--- src/rtl/prog_loader_pkg.sv ---
// Shared MIPS loader parameters: loader state encoding and default word stride.
package prog_loader_pkg;

    localparam int unsigned ADDR_STEP_DEFAULT = 4;

    typedef enum logic [2:0] {
        ST_IDLE = 3'd0,
        ST_LOAD = 3'd1,
        ST_HOLD = 3'd2,
        ST_RUN  = 3'd3,
        ST_ERR  = 3'd4
    } ld_state_e;

endpackage

--- src/rtl/prog_loader_release_counter.sv ---
// Loadable saturating down-counter timing the processor reset release.
module release_counter #(
    parameter int unsigned width = 2
) (
    input  logic             clk,
    input  logic             rst,
    input  logic             load,
    input  logic [width-1:0] load_val,
    input  logic             en,
    output logic             zero_c
);

    logic [width-1:0] count;

    always_ff @(posedge clk or posedge rst) begin
        if (rst) begin
            count <= '0;
        end else if (load) begin
            count <= load_val;
        end else if (en && (count != '0)) begin
            count <= count - width'(1);
        end
    end

    assign zero_c = (count == '0);

endmodule

--- src/rtl/prog_loader.sv ---
// Streams program words into instruction memory while holding the CPU in reset,
// then releases the CPU a fixed number of cycles after the final write.
module prog_loader
    import prog_loader_pkg::*;
#(
    parameter int unsigned              mem_width      = 32,
    parameter int unsigned              mem_add_width  = 32,
    parameter int unsigned              mem_depth      = 256,
    parameter logic [mem_add_width-1:0] base_addr      = '0,
    parameter int unsigned              addr_step      = ADDR_STEP_DEFAULT,
    parameter int unsigned              release_cycles = 4
) (
    input  logic                       clk,
    input  logic                       rst,
    input  logic                       start,
    input  logic                       in_valid,
    input  logic [mem_width-1:0]       in_data,
    input  logic                       in_last,
    output logic                       in_ready,
    output logic                       mem_we,
    output logic [mem_add_width-1:0]   mem_addr,
    output logic [mem_width-1:0]       mem_wdata,
    output logic                       cpu_rst,
    output logic                       busy,
    output logic                       done,
    output logic                       err,
    output logic [$clog2(mem_depth):0] word_count
);

    localparam int unsigned cnt_w    = $clog2(mem_depth) + 1;
    localparam int unsigned rel_w    = (release_cycles > 1) ? $clog2(release_cycles) : 1;
    localparam int unsigned rel_init = (release_cycles > 0) ? (release_cycles - 1) : 0;

    ld_state_e state, state_next;

    logic                     xfer;
    logic                     session_start;
    logic                     rel_load;
    logic                     rel_zero_c;
    logic [mem_add_width-1:0] ptr;

    // State register
    always_ff @(posedge clk or posedge rst) begin
        if (rst) begin
            state <= ST_IDLE;
        end else begin
            state <= state_next;
        end
    end

    // Next state and per-cycle strobes
    always_comb begin
        state_next    = state;
        xfer          = 1'b0;
        session_start = 1'b0;
        rel_load      = 1'b0;
        case (state)
            ST_IDLE, ST_RUN, ST_ERR: begin
                if (start) begin
                    state_next    = ST_LOAD;
                    session_start = 1'b1;
                end
            end
            ST_LOAD: begin
                if (in_valid && in_ready) begin
                    xfer = 1'b1;
                    if (in_last) begin
                        state_next = ST_HOLD;
                        rel_load   = 1'b1;
                    end else if ((word_count + cnt_w'(1)) == cnt_w'(mem_depth)) begin
                        state_next = ST_ERR;
                    end
                end
            end
            ST_HOLD: begin
                if (rel_zero_c) begin
                    state_next = ST_RUN;
                end
            end
            default: begin
                state_next = ST_IDLE;
            end
        endcase
    end

    // Loaded on the final transfer so it expires on the last HOLD cycle
    release_counter #(
        .width (rel_w)
    ) u_release_counter (
        .clk      (clk),
        .rst      (rst),
        .load     (rel_load),
        .load_val (rel_w'(rel_init)),
        .en       (state == ST_HOLD),
        .zero_c   (rel_zero_c)
    );

    // Write port, address pointer and session bookkeeping
    always_ff @(posedge clk or posedge rst) begin
        if (rst) begin
            mem_we     <= 1'b0;
            mem_addr   <= base_addr;
            mem_wdata  <= '0;
            ptr        <= base_addr;
            word_count <= '0;
        end else begin
            mem_we <= xfer;
            if (session_start) begin
                ptr        <= base_addr;
                word_count <= '0;
            end else if (xfer) begin
                mem_addr   <= ptr;
                mem_wdata  <= in_data;
                ptr        <= ptr + mem_add_width'(addr_step);
                word_count <= word_count + cnt_w'(1);
            end
        end
    end

    // Status outputs follow the state being entered
    always_ff @(posedge clk or posedge rst) begin
        if (rst) begin
            in_ready <= 1'b0;
            cpu_rst  <= 1'b1;
            busy     <= 1'b0;
            done     <= 1'b0;
            err      <= 1'b0;
        end else begin
            in_ready <= (state_next == ST_LOAD);
            cpu_rst  <= (state_next != ST_RUN);
            busy     <= (state_next == ST_LOAD) || (state_next == ST_HOLD);
            done     <= (state_next == ST_RUN);
            err      <= (state_next == ST_ERR);
        end
    end

endmodule
--- config.mk ---
export PLATFORM = sky130hd
export DESIGN_NAME = prog_loader
export DESIGN_NICKNAME = d
export VERILOG_FILES = /design/src/rtl/prog_loader_pkg.sv /design/src/rtl/prog_loader_release_counter.sv /design/src/rtl/prog_loader.sv
export SDC_FILE = /design/constraint.sdc
export NUM_CORES = 1
export LEC_CHECK = 0
export BUFFER_PORTS_ARGS = -buffer_cell sky130_fd_sc_hd__buf_2
export CAP_MARGIN = 20
export CORE_UTILIZATION = 40
export DETAILED_ROUTE_END_ITERATION = 10
export SYNTH_ARGS = -nofsm -noshare
export SYNTH_HDL_FRONTEND = slang
export SYNTH_SLANG_ARGS = --single-unit
export TNS_END_PERCENT = 1
--- constraint.sdc ---
create_clock -name clk -period 8.7 [get_ports clk]
set_clock_uncertainty 0.15 [all_clocks]
set_input_delay 1.74 -clock clk [delete_from_list [all_inputs] [get_ports clk]]
set_output_delay 1.74 -clock clk [all_outputs]
set_load 0.05 [all_outputs]
==> results.env, run 1 <==
TOTALNEGATIVESETUPSLACK_NS=0
FLOORPLAN.DIE.WIDTH_UM=113
FP.DIEAREA_MM2=0.0128
CRIT_PATH_LEADING_DELAY_FAMILY='simple AND/OR/NAND/NOR gates'
SETUP_VIOLATIONS=0
FP-ROW-COUNT=40
TIMING.HOLD.WS_NS=0.319
TIMING.CRITICAL_PATH.SLOWEST_CELL_DELAY_NS=0.83
POSTSYNTHAREAPERCELL_UM2=9.14
CTS_HOLD_BUFFERS=0
SYNTH_TOP_FAMILY_BY_AREA='simple AND/OR/NAND/NOR gates'
CTS-HTREE-LEVELS=3
FINALNETCOUNT=683
SLEW_VIOLATIONS=0
VIAS=4039
VDD_IR_DROP_MAX_mV=0.221
SYNTH_CELL_TYPES=51
CRITICAL_PATH_ARRIVAL_NS=3.64
NUMBER_OF_INSERTED_FILLER_CELLS_IN_THE_FINAL_LAYOUT=1126
FIRST_PASS_GRT_WIRE_LENGTH_UM=18000
CRITICAL_PATH.CELL_CHAIN='buf_2, nand4b_1, or4_1, or4_1, a21oi_1'
RUN_STATUS='complete, no violations'
WORST_HOLD_PATH.NUM_CELLS=2
POST-ROUTE-DRC-COUNT=0
CRITICAL_PATH.STARTPOINT_TYPE='input pin'
TRACK_USAGE_PCT=17.3
SYNTHESIS.AREA_MM2=0.00495
CPMOSTUSEDCELL='or4_1'
SEQ_AREA_FRAC_SYNTH_PCT=56.7
POST_SYNTH_MUX_AREA_SHARE_PCT=1.64
LAYOUT-DRIVE-GT1-SHARE_PCT=22.5
TOTAL_NUMBER_OF_YOSYS_WARNINGS=0
DETAILEDPLACE.WORSTSLACK_NS=4.72
DESIGN.PORTCOUNT=116
SMALLEST_SETUP_SLACK_AFTER_LAYOUT_NS=5.18
GRT_OVERFLOW=0
CLK_TRANSITION_REPORTED_PATHS_NS=0.08
GRT_START_MAX_NET_PINS=80
FIRST_GLOBAL_VIAS=3794
CORE_AREA_MM2=0.0120
SYN2LAYOUT_AREA_GROWTH_PCT=20.5
CLKLATENCYLATEPIN_NS=0.35
POSTCTSRESIZEDCELLS=0
IO_BUFFER_COUNT=113
CRIT_PATH_END_KIND='register'
FIRST_ITER_VIOLATIONS=173
CRITICAL_PATH_DEPTH=5
SYNTH_COMPOUND_GATE_AREA_SHARE_PCT=8.12
SYNTHXORXNORAREAFRAC_PCT=2.12
DPL.HPWL_UM=6860
TIMING.SLEW.HEADROOM_PCT=41.3
ANTENNA_CELLS=0
CTS_MAX_PATH_BUFS=2
R2R_CELLS=4
CP_SLOWEST_CELL='or4_1'
POST_CTS.REPAIR.SETUP_BUFFERS=0
FIRST_PASS_ITERATION_COUNT_OF_THE_DETAILED_ROUTER=4
DP_CELLS=778
FINALNONFILLERCELLS=795
POST_DRT_VIA_CELL_RATIO=5.08
GRT_ANTENNA_BEFORE_REPAIR=0
HOLD_VIOLATIONS=0
PWR_DENSITY_CELL_mW_PER_MM2=305
YOSYS_REGISTER_BITS=112
CTS_TREE='done'
CLOCKROOTBUFFER='clkbuf_16'
GP_ROUTABILITY_CONGESTION=0.791
SIMPLE_GATE_SHARE_OF_THE_SYNTHESIZED_AREA_PCT=27.4
MULTIINPUTGATEAREA_MM2=0.00199
SYNTH_ENABLE_FLOP_CELLS=0
DRT_WL_TOTAL_UM=10600
ACHIEVABLE-FREQUENCY_MHz=284
NUMCTSBUFFERS=9
START_UTIL_PCT=41.2
SYNTH_ADDER_AREA_SHARE_PCT=0.759
SYNTHESIZED_NETLIST_CELL_COUNT=541
DRV.MAX_CAP_VIOLATION_COUNT=0
GRT_SETUP_UNREPAIRED='no'
YS_DOMINANT_REG_CELL='dfrtp_1'
TIMING_WORST_SETUP_PATH_TYPE='input pin to register'
FLOORPLAN.DIE.HEIGHT_UM=113
MIN-DELAY-PATH-CLASS='register to register'
PATH_BUF_INV=1
POWER.LEAKAGE_uW=0.00310
FF_LATCH_AREA_MM2=0.00280
NUMCLOCKSINKS=112
ROUTED_WIRE_LENGTH_PER_INSTANCE_UM=13.3
WORST-SLEW-PIN-TRANSITION_NS=0.881
SYNTH_ASYNC_SR_FLOP_SHARE_PCT=100
REGISTER_TO_REGISTER_PATH_SETUP_SLACK_NS=6.14
FINAL.MIN_CLOCK_PERIOD_NS=3.52
REQUIRED_NS=8.82
PERIOD_SHARE_PCT=40.5
CRIT_PATH_MAX_FANOUT=19
POWER.TOTAL_uW=1820
POSTROUTEANTENNANETS=0
per-stage QoR:
| step | instance area, um2 | utilization [%] |
|---|---|---|
| 6_report | 5960 | 49.6 |
| 5_1_grt | 5960 | 49.6 |
| 4_1_cts | 5940 | 49.4 |
| 3_5_place_dp | 5620 | 46.8 |
| 3_3_place_gp | 5620 | 46.8 |
| 2_1_floorplan | 4950 | - |
cell families (layout without fill, tap and decap cells):
group	count (synthesis)	after routing
buf+inv	39	145
fa+ha+maj	3	3
mux	8	8
other cells	1	2
xor+xnor	12	12
simple gates	302	302
flops	112	112
compound gates	64	64
area by class of cell:
class	count	area share [%]
Sequential cell	112	47.1
Timing Repair Buffer	118	10.3
Multi-Input combinational cell	391	33.4
Inverter	11	0.735
Tap cell	147	3.09
Clock buffer	9	3.78
Clock inverter	7	1.60
path summary, 6_finish.rpt:
| check | startpoint | end |
|---|---|---|
| max in group asynchronous | rst | ptr[6]$_DFFE_PP0P_ |
| min | mem_wdata[19]$_DFFE_PP0P_ | mem_wdata[19]$_DFFE_PP0P_ |
| min reg2reg | mem_wdata[19]$_DFFE_PP0P_ | mem_wdata[19]$_DFFE_PP0P_ |
| max | in_valid | ptr[23]$_DFFE_PP0P_ |
| min in group asynchronous | rst | mem_wdata[10]$_DFFE_PP0P_ |
| max reg2reg | state[2]$_DFF_PP0_ | ptr[23]$_DFFE_PP0P_ |
routing by layer:
| layer | track usage, % | part of all wire [%] | routed length, um | up-vias |
|---|---|---|---|---|
| li1 | - | - | - | 2022 |
| met1 | 23.4 | 49 | 5150 | 1904 |
| met2 | 27.5 | 44 | 4720 | 102 |
| met3 | 3.64 | 5.5 | 583 | 11 |
| met4 | 6.67 | 1.5 | 157 | 0 |
| met5 | 0 | 0 | 0 | - |
cell usage in the layout (no fill, tap or decap), types with 3 or more instances in the layout:
master	Yosys	routed
nand2_1	206	205
buf_2	2	113
dfrtp_1	111	111
o21ai_0	20	20
nand3_1	19	19
a21oi_1	17	17
nor2_1	13	13
or4_1	10	10
inv_1	11	9
o31ai_1	9	9
clkbuf_16	0	9
nor4_1	8	8
xnor2_1	7	7
nand4_1	7	7
or3_1	7	7
mux2i_1	7	7
nor3_1	6	6
and4_1	5	5
xor2_1	5	5
nand2b_1	4	4
buf_4	2	4
and3_1	3	3
and2_1	3	3
o211ai_1	3	3
ha_1	3	3
worst reg2reg max path, cell delays in order, from the launching register on:
cell	delay, ns
dfrtp_1	0.41
nand4b_1	0.30
or4_1	0.86
or4_1	0.60
a21oi_1	0.16
where the power goes:
group,switching [uW],total (uW),internal [uW]
logic,532,690,157
clock network,192,445,253
registers,59.0,681,622
total,783,1820,1030
sequential cells by signal, summed over array words and instances (netlist names):
name and flops:
in_ready 1, done 1, cpu_rst 1, busy 1, state 3, mem_wdata 32, mem_we 1, mem_addr 30
ptr 30, u_release_counter.count 2, word_count 9, err 1
cell usage after synthesis, types with 4 or more instances:
library cell | n | area share [%]
nor2_1 | 13 | 0.99
nand2b_1 | 4 | 0.51
a21oi_1 | 17 | 1.7
dfrtp_1 | 111 | 56
o31ai_1 | 9 | 1.4
or4_1 | 10 | 1.5
and4_1 | 5 | 0.89
nand4_1 | 7 | 0.89
xor2_1 | 5 | 0.89
nor4_1 | 8 | 1.0
buf_1 | 4 | 0.30
inv_1 | 11 | 0.83
o21ai_0 | 20 | 2.0
nand2_1 | 206 | 16
or3_1 | 7 | 0.89
nand3_1 | 19 | 1.9
nor3_1 | 6 | 0.61
clkbuf_1 | 20 | 1.5
mux2i_1 | 7 | 1.4
xnor2_1 | 7 | 1.2
Power figures use the tool's default switching activity.
==> inputs of run 2 (changes only) <==
- clock period: 8.7 -> 3.53 ns (I/O delays scaled with it)
==> results.env, run 2 (synthesis results as in run 1) <==
RUN_STATUS='complete, no violations'  # unchanged
VIAS=4014  # was 4039
START_UTIL_PCT=41.2  # unchanged
CTS_TREE='done'  # unchanged
CTS_MAX_PATH_BUFS=2  # unchanged
NUMCLOCKSINKS=112  # unchanged
POSTCTSRESIZEDCELLS=0  # unchanged
GRTUSAGEMET1_PCT=23.6  # was 23.4%
PATH_BUF_INV=0  # was 1
GRT_OVERFLOW=0  # unchanged
SMALLEST_SETUP_SLACK_AFTER_LAYOUT_NS=0.984  # was 5.18 ns
TIMING.CRITICAL_PATH.FROM='state[2]$_DFF_PP0_'  # was in_valid
GRT_ANTENNA_BEFORE_REPAIR=0  # unchanged
DPL.HPWL_UM=7060  # was 6860 um
FINALNETCOUNT=685  # was 683
SYN2LAYOUT_AREA_GROWTH_PCT=22.1  # was 20.5%
ACHIEVABLE-FREQUENCY_MHz=393
MIN-DELAY-PATH-CLASS='register to register'  # unchanged
VDD_IR_DROP_MAX_mV=0.472  # was 0.221 mV
TIMING.CRITICAL_PATH.SLOWEST_CELL_DELAY_NS=0.85  # was 0.83 ns
CRITICAL_PATH.CELL_CHAIN='nand4b_1, or4_1, or4_1, a21oi_1'  # was buf_2, nand4b_1, or4_1, or4_1, a21oi_1
CP_SLOWEST_CELL='or4_1'  # unchanged
CORE_AREA_MM2=0.0120  # unchanged
POST-ROUTE-DRC-COUNT=0  # unchanged
CRIT_PATH_LEADING_DELAY_FAMILY='simple AND/OR/NAND/NOR gates'  # unchanged
GRTUSAGEMET3_PCT=4.71  # was 3.64%
TRACK_USAGE_PCT=18.1  # was 17.3%
GLOBAL_ROUTE.USAGE.MET2_PCT=28.4  # was 27.5%
SETUP_VIOLATIONS=0  # unchanged
GRT-BUSIEST-LAYER='met2'  # unchanged
TOTALNEGATIVESETUPSLACK_NS=0  # unchanged
GP_ROUTABILITY_CONGESTION=0.786  # was 0.791
FIRST_ITER_VIOLATIONS=215  # was 173
REQUIRED_NS=3.65  # was 8.82 ns
FINAL.MIN_CLOCK_PERIOD_NS=2.55
POSTROUTEANTENNANETS=0  # unchanged
DETAILEDPLACE.WORSTSLACK_NS=0.709  # was 4.72 ns
CLKLATENCYLATEPIN_NS=0.35  # about the same
DRV.MAX_CAP_VIOLATION_COUNT=0  # unchanged
POST_CTS.REPAIR.SETUP_BUFFERS=0  # unchanged
CPMOSTUSEDCELL='or4_1'  # unchanged
FLOORPLAN.DIE.HEIGHT_UM=113  # unchanged
SLEW_VIOLATIONS=0  # unchanged
TIMING.SLEW.HEADROOM_PCT=45.4  # was 41.3%
CLK_TRANSITION_REPORTED_PATHS_NS=0.07  # was 0.08 ns
CRITICAL_PATH_ARRIVAL_NS=2.66  # was 3.64 ns
R2R-START='state[2]$_DFF_PP0_'  # unchanged
FP-ROW-COUNT=40  # unchanged
CTS_HOLD_BUFFERS=0  # unchanged
LAYOUT-DRIVE-GT1-SHARE_PCT=22.6  # was 22.5%
HOLD_VIOLATIONS=0  # unchanged
POST_DRT_VIA_CELL_RATIO=5.04  # was 5.08
REG_TOP3='mem_wdata (32), mem_addr (30), ptr (30)'  # unchanged
PERIOD_SHARE_PCT=72.1
REGISTERS.TOP_BY_FF_COUNT='mem_wdata'  # unchanged
CRIT_PATH_MAX_FANOUT=19  # unchanged
NUMCTSBUFFERS=9  # unchanged
WORST-SLEW-PIN-TRANSITION_NS=0.818  # was 0.881 ns
LARGEST_REGISTER_FF_COUNT=32  # unchanged
ROUTED_WIRE_LENGTH_PER_INSTANCE_UM=13.7  # was 13.3 um
GRT_SETUP_UNREPAIRED='no'  # unchanged
CTS-HTREE-LEVELS=3  # unchanged
LAYOUT.CELLS.MOST_COMMON='nand2_1'  # unchanged
POWER.LEAKAGE_uW=0.00314  # was 0.00310 uW
DRT_WL_TOTAL_UM=10900  # was 10600 um
ANTENNA_CELLS=0  # unchanged
HOLD_PATH.STARTPOINT='mem_wdata[30]$_DFFE_PP0P_'  # was mem_wdata[19]$_DFFE_PP0P_
CRIT_PATH_END_KIND='register'  # unchanged
DESIGN.PORTCOUNT=116  # unchanged
IO_BUFFER_COUNT=113  # unchanged
GRT_START_MAX_NET_PINS=113  # was 80
PWR_DENSITY_CELL_mW_PER_MM2=776  # was 305 mW/mm2
FIRST_PASS_ITERATION_COUNT_OF_THE_DETAILED_ROUTER=4  # unchanged
NUMBER_OF_INSERTED_FILLER_CELLS_IN_THE_FINAL_LAYOUT=1150  # was 1126
FP.DIEAREA_MM2=0.0128  # unchanged
FLOORPLAN.DIE.WIDTH_UM=113  # unchanged
FIRST_PASS_GRT_WIRE_LENGTH_UM=18600  # was 18000 um
CRITICAL_PATH.STARTPOINT_TYPE='register'  # was input pin
TIMING_WORST_SETUP_PATH_TYPE='register to register'  # was input pin to register
COMMONEST_NON_FILL_NON_TAP_CELLS_IN_THE_LAYOUT='205 x nand2_1, 113 x buf_2, 111 x dfrtp_1'  # unchanged
FIRST_GLOBAL_VIAS=3994  # was 3794
CLOCKROOTBUFFER='clkbuf_16'  # unchanged
[run 2: changes by cell type in the layout (fill, tap and decap cells not counted)]
cell,before,now
inv_6,1,0
bufinv_16,2,5
clkbuf_1,0,1
inv_4,1,0
clkinv_2,2,1
buf_4,4,6
clkinv_4,1,0
[run 2: final timing paths]
check | slack (ns) | endpoint | cells after the start
setup / recovery | 0.98 | ptr[31]$_DFFE_PP0P_ | 4
hold / removal | 0.32 | mem_wdata[30]$_DFFE_PP0P_ | 2
setup reg to reg | 0.98 | ptr[31]$_DFFE_PP0P_ | 4
hold reg to reg | 0.32 | mem_wdata[30]$_DFFE_PP0P_ | 2
max in group asynchronous | 2.41 | mem_addr[15]$_DFFE_PP0P_ | 3
min in group asynchronous | 0.33 | mem_wdata[0]$_DFFE_PP0P_ | 3
[run 2: power breakdown]
group,total (uW),internal (uW),switching (uW),leakage [uW]
logic,1720,393,1320,0.00146
registers,1680,1530,145,0.00149
clock network,1290,836,455,0.000187
[run 2: metal layers]
layer	up-vias	share of wire (%)
met5	-	0
met4	0	1.4
met3	11	6.2
met2	92	46
met1	1899	46
li1	2012	-
[run 2: metrics by stage]
stage | instances | util [%] | hold WS, ns | power [uW] | area [um2]
2_1_floorplan | 542 | - | 0.303 | 3010 | 4950
3_3_place_gp | 781 | 47.1 | 0.303 | 3400 | 5660
3_5_place_dp | 781 | 47.1 | 0.307 | 3430 | 5660
4_1_cts | 797 | 50.3 | 0.325 | 4740 | 6040
5_1_grt | 797 | 50.3 | 0.342 | 4930 | 6040
6_report | 797 | 50.3 | 0.319 | 4690 | 6040
[run 2: layout make-up]
| class | count | area [um2] | share of cell area (%) |
|---|---|---|---|
| well taps | 147 | 184 | 3.05 |
| inverters | 11 | 45.0 | 0.746 |
| clock buffers | 10 | 229 | 3.79 |
| repair buffers | 120 | 631 | 10.4 |
| multi-input cells | 391 | 1990 | 33.0 |
| clock inverters | 6 | 155 | 2.57 |
| flip-flops and latches | 112 | 2800 | 46.4 |
[run 2: worst register-to-register path: cells and delay by family, from the launching register on]
family | cells | cell delay, ns
AO/OA/AOI/OAI | 1 | 0.16
AND/OR/NAND/NOR | 3 | 1.74
flip-flops | 1 | 0.42
==> inputs of run 3 (changes only) <==
- ABC_AREA: not set -> 1
- clock period: 3.53 -> 2.5 ns (I/O delays scaled with it)
==> results.env, run 3 <==
RUN_STATUS='complete, no violations'  # unchanged
TIMING.SLEW.HEADROOM_PCT=57.8  # was 45.4%
POST-ROUTE-DRC-COUNT=0  # unchanged
CLKLATENCYLATEPIN_NS=0.36  # was 0.35 ns
CTS_MAX_PATH_BUFS=2  # unchanged
SYNTH_ASYNC_SR_FLOP_SHARE_PCT=100  # unchanged
FIRST_ITER_VIOLATIONS=300  # was 215
START_UTIL_PCT=41.4  # was 41.2%
SETUP_VIOLATIONS=0  # unchanged
PLACEMENT.CELL_AREA_MM2=0.00605  # was 0.00566 mm2
COMMONEST_NON_FILL_NON_TAP_CELLS_IN_THE_LAYOUT='228 x nand2_1, 113 x buf_2, 111 x dfrtp_1'  # was 205 x nand2_1, 113 x buf_2, 111 x dfrtp_1
HOLD_VIOLATIONS=0  # unchanged
GRT_SETUP_UNREPAIRED='no'  # unchanged
NUMBER_OF_INSERTED_FILLER_CELLS_IN_THE_FINAL_LAYOUT=1271  # was 1150
POWER.LEAKAGE_uW=0.00320  # was 0.00314 uW
GRT_START_MAX_NET_PINS=73  # was 113
POWER.TOTAL_uW=6990  # was 4690 uW
REG_TOP3='mem_wdata (32), mem_addr (30), ptr (30)'  # unchanged
POSTROUTEANTENNANETS=0  # unchanged
NUMCTSBUFFERS=9  # unchanged
GP_ROUTABILITY_CONGESTION=0.875  # was 0.786
LAYOUT.CELL_AREA.NON_FILLER_MM2=0.00632  # was 0.00604 mm2
ENDPOINT_OF_THE_MOST_CRITICAL_SETUP_PATH='busy$_DFF_PP0_'  # was ptr[31]$_DFFE_PP0P_
SYNTH_ENABLE_FLOP_CELLS=0  # unchanged
CLOCKROOTBUFFER='clkbuf_16'  # unchanged
CRIT_PATH_END_KIND='register'  # unchanged
TRACK_USAGE_PCT=19.2  # was 18.1%
PERIOD_SHARE_PCT=81.4  # was 72.1%
IO_BUFFER_COUNT=113  # unchanged
REQUIRED_NS=2.59  # was 3.65 ns
DRV.MAX_CAP_VIOLATION_COUNT=0  # unchanged
POSTSYNTHAREAPERCELL_UM2=8.06  # was 9.14 um2
SYNTH_TOP_CELLS_BY_COUNT='228 x nand2_1, 111 x dfrtp_1, 59 x inv_1, 59 x nor2_1, 40 x o21ai_0'  # was 206 x nand2_1, 111 x dfrtp_1, 20 x clkbuf_1, 20 x o21ai_0, 19 x nand3_1
REGISTERS.TOP_BY_FF_COUNT='mem_wdata'  # unchanged
DPL.HPWL_UM=9120  # was 7060 um
DESIGN.PORTCOUNT=116  # unchanged
POST_DRT_VIA_CELL_RATIO=4.84  # was 5.04
TIMING.CRITICAL_PATH.FROM='word_count[0]$_DFFE_PP0P_'  # was state[2]$_DFF_PP0_
CELL_WITH_THE_MOST_INSTANCES_AFTER_SYNTHESIS='nand2_1'  # unchanged
FP.DIEAREA_MM2=0.0136  # was 0.0128 mm2
ANTENNA_CELLS=0  # unchanged
CLK_TRANSITION_REPORTED_PATHS_NS=0.08  # was 0.07 ns
TOTAL_NUMBER_OF_YOSYS_WARNINGS=0  # unchanged
ROUTED_WIRE_LENGTH_PER_INSTANCE_UM=13.5  # was 13.7 um
REGISTER_TO_REGISTER_PATH_SETUP_SLACK_NS=0.46  # was 0.98 ns
MIN-DELAY-PATH-CLASS='input pin to asynchronous set/reset pin'  # was register to register
POSTCTSRESIZEDCELLS=0  # unchanged
FIRST_PASS_GRT_WIRE_LENGTH_UM=20200  # was 18600 um
SLEW_VIOLATIONS=0  # unchanged
SEQ_AREA_FRAC_SYNTH_PCT=53.2  # was 56.7%
TOTALNEGATIVESETUPSLACK_NS=0  # unchanged
TIMING_WORST_SETUP_PATH_TYPE='register to register'  # unchanged
VDD_IR_DROP_MAX_mV=0.778  # was 0.472 mV
SYNTHESIZED_NETLIST_CELL_COUNT=654  # was 541
DRT_WL_TOTAL_UM=12700  # was 10900 um
FINALNETCOUNT=806  # was 685
LARGEST_REGISTER_FF_COUNT=32  # unchanged
CTS-HTREE-LEVELS=3  # unchanged
ACHIEVABLE-FREQUENCY_MHz=491  # was 393 MHz
SYNTHDOMINANTCELLAREASHARE_PCT=52.7  # was 56.2%
SYNTH_CELL_TYPES=35  # was 51
CTS_TREE='done'  # unchanged
SYN2LAYOUT_AREA_GROWTH_PCT=20.0  # was 22.1%
VIAS=4560  # was 4014
CRITICAL_PATH.STARTPOINT_TYPE='register'  # unchanged
SYNTHESIS.AREA_MM2=0.00527  # was 0.00495 mm2
LAYOUT-DRIVE-GT1-SHARE_PCT=21.9  # was 22.6%
FLOORPLAN.DIE.HEIGHT_UM=117  # was 113 um
R2R_CELLS=12  # was 4
YOSYS_REGISTER_BITS=112  # unchanged
CRIT_PATH_MAX_FANOUT=5  # was 19
FIRST_PASS_ITERATION_COUNT_OF_THE_DETAILED_ROUTER=4  # unchanged
CTS_HOLD_BUFFERS=0  # unchanged
WORSTREG2REGEND='busy$_DFF_PP0_'  # was ptr[31]$_DFFE_PP0P_
FINAL.MIN_CLOCK_PERIOD_NS=2.04  # was 2.55 ns
YS_DOMINANT_REG_CELL='dfrtp_1'  # unchanged
CORE_AREA_MM2=0.0127  # was 0.0120 mm2
CRITICAL_PATH_ARRIVAL_NS=2.12  # was 2.66 ns
R2R-START='word_count[0]$_DFFE_PP0P_'  # was state[2]$_DFF_PP0_
WORST-SLEW-PIN-TRANSITION_NS=0.631  # was 0.818 ns
FLOORPLAN.DIE.WIDTH_UM=117  # was 113 um
TOP_AREA_CELLS_IN_THE_SYNTHESIZED_NETLIST='dfrtp_1 53%, nand2_1 16%, inv_1 4.2%'  # was dfrtp_1 56%, nand2_1 16%, o21ai_0 2.0%
SYNTH_AREA_LEADER_CELL='dfrtp_1'  # unchanged
GRT_OVERFLOW=0  # unchanged
POST_CTS.REPAIR.SETUP_BUFFERS=0  # unchanged
FP-ROW-COUNT=41  # was 40
GRT_ANTENNA_BEFORE_REPAIR=0  # unchanged
LAYOUT.CELLS.MOST_COMMON='nand2_1'  # unchanged
TIMING.HOLD.WS_NS=0.0761  # was 0.319 ns
FIRST_GLOBAL_VIAS=4142  # was 3994
PWR_DENSITY_CELL_mW_PER_MM2=1100  # was 776 mW/mm2
NUMCLOCKSINKS=112  # unchanged
-- run 3: changes by cell type after synthesis, moves of 12 or more --
cell	previous run	this run
o21ai_0	20	40
clkbuf_1	20	5
inv_1	11	59
buf_2	2	14
nand2_1	206	228
nor3_1	6	18
nor2_1	13	59
-- run 3: logic make-up (layout without fill, tap and decap cells) --
group                      after synthesis  count (layout)  share of synthesized area, %
and+or+nand+nor                        373             373                          30.8
DFF                                    112             112                          53.2
buffers and inverters                   88             204                          6.95
AOI/OAI and AO/OA                       75              75                          7.93
adders and majority gates                3               3                         0.712
xor gates and xnor gates                 2               2                         0.332
other                                    1               2                        0.0711
-- run 3: per-layer routing --
layer / global-route usage [%] / wire [um] / vias up
li1: - / - / 2296
met4: 7.09 / 189 / 0
met5: 0 / 0 / -
met3: 3.04 / 599 / 12
met1: 27.7 / 6300 / 2144
met2: 29.4 / 5650 / 108
-- run 3: worst min path at each step --
stage	cells after the start	endpoint	slack, ns
final	2	mem_addr[20]$_DFFE_PP0P_	0.08
after global routing	2	mem_addr[19]$_DFFE_PP0P_	0.12
after CTS	2	mem_addr[19]$_DFFE_PP0P_	0.09
after detailed placement	2	mem_wdata[24]$_DFFE_PP0P_	0.30
after global placement	2	mem_wdata[4]$_DFFE_PP0P_	0.30
after floorplan	1	u_release_counter.count[0]$_DFFE_PP0P_	0.31
-- run 3: area by class of cell --
cell class,count,area [um2],area share [%]
sequential,112,2800,44.3
multi-input combinational,455,2100,33.3
timing repair buffer,123,678,10.7
inverter,65,248,3.92
clock buffer,11,243,3.84
tap,172,215,3.40
clock inverter,5,32.5,0.514
-- run 3: report_power, final --
part | leakage, uW | internal [uW] | switching (uW)
clock network | 0.000139 | 703 | 649
registers | 0.00148 | 2270 | 249
logic | 0.00158 | 671 | 2450
total | 0.00320 | 3650 | 3340
-- run 3: through the flow --
stage                     setup WS (ns)  utilization [%]  cells
after floorplan                   0.461                -    655
after global placement            0.486             47.6    927
after detailed placement          0.398             47.6    927
after CTS                         0.502             49.7    943
after global routing              0.241             49.7    943
final                             0.465             49.7    943
-- run 3: worst max-delay path, cell delays in order (launching register included) --
cell	delay, ns
dfrtp_1	0.42
ha_1	0.20
nand2_1	0.13
nor2_1	0.24
nand2_1	0.08
nand2_1	0.06
nand2_1	0.06
nor2_1	0.17
nand3_1	0.10
nand2_1	0.09
nand2_2	0.07
nand2_1	0.08
nand2_1	0.06
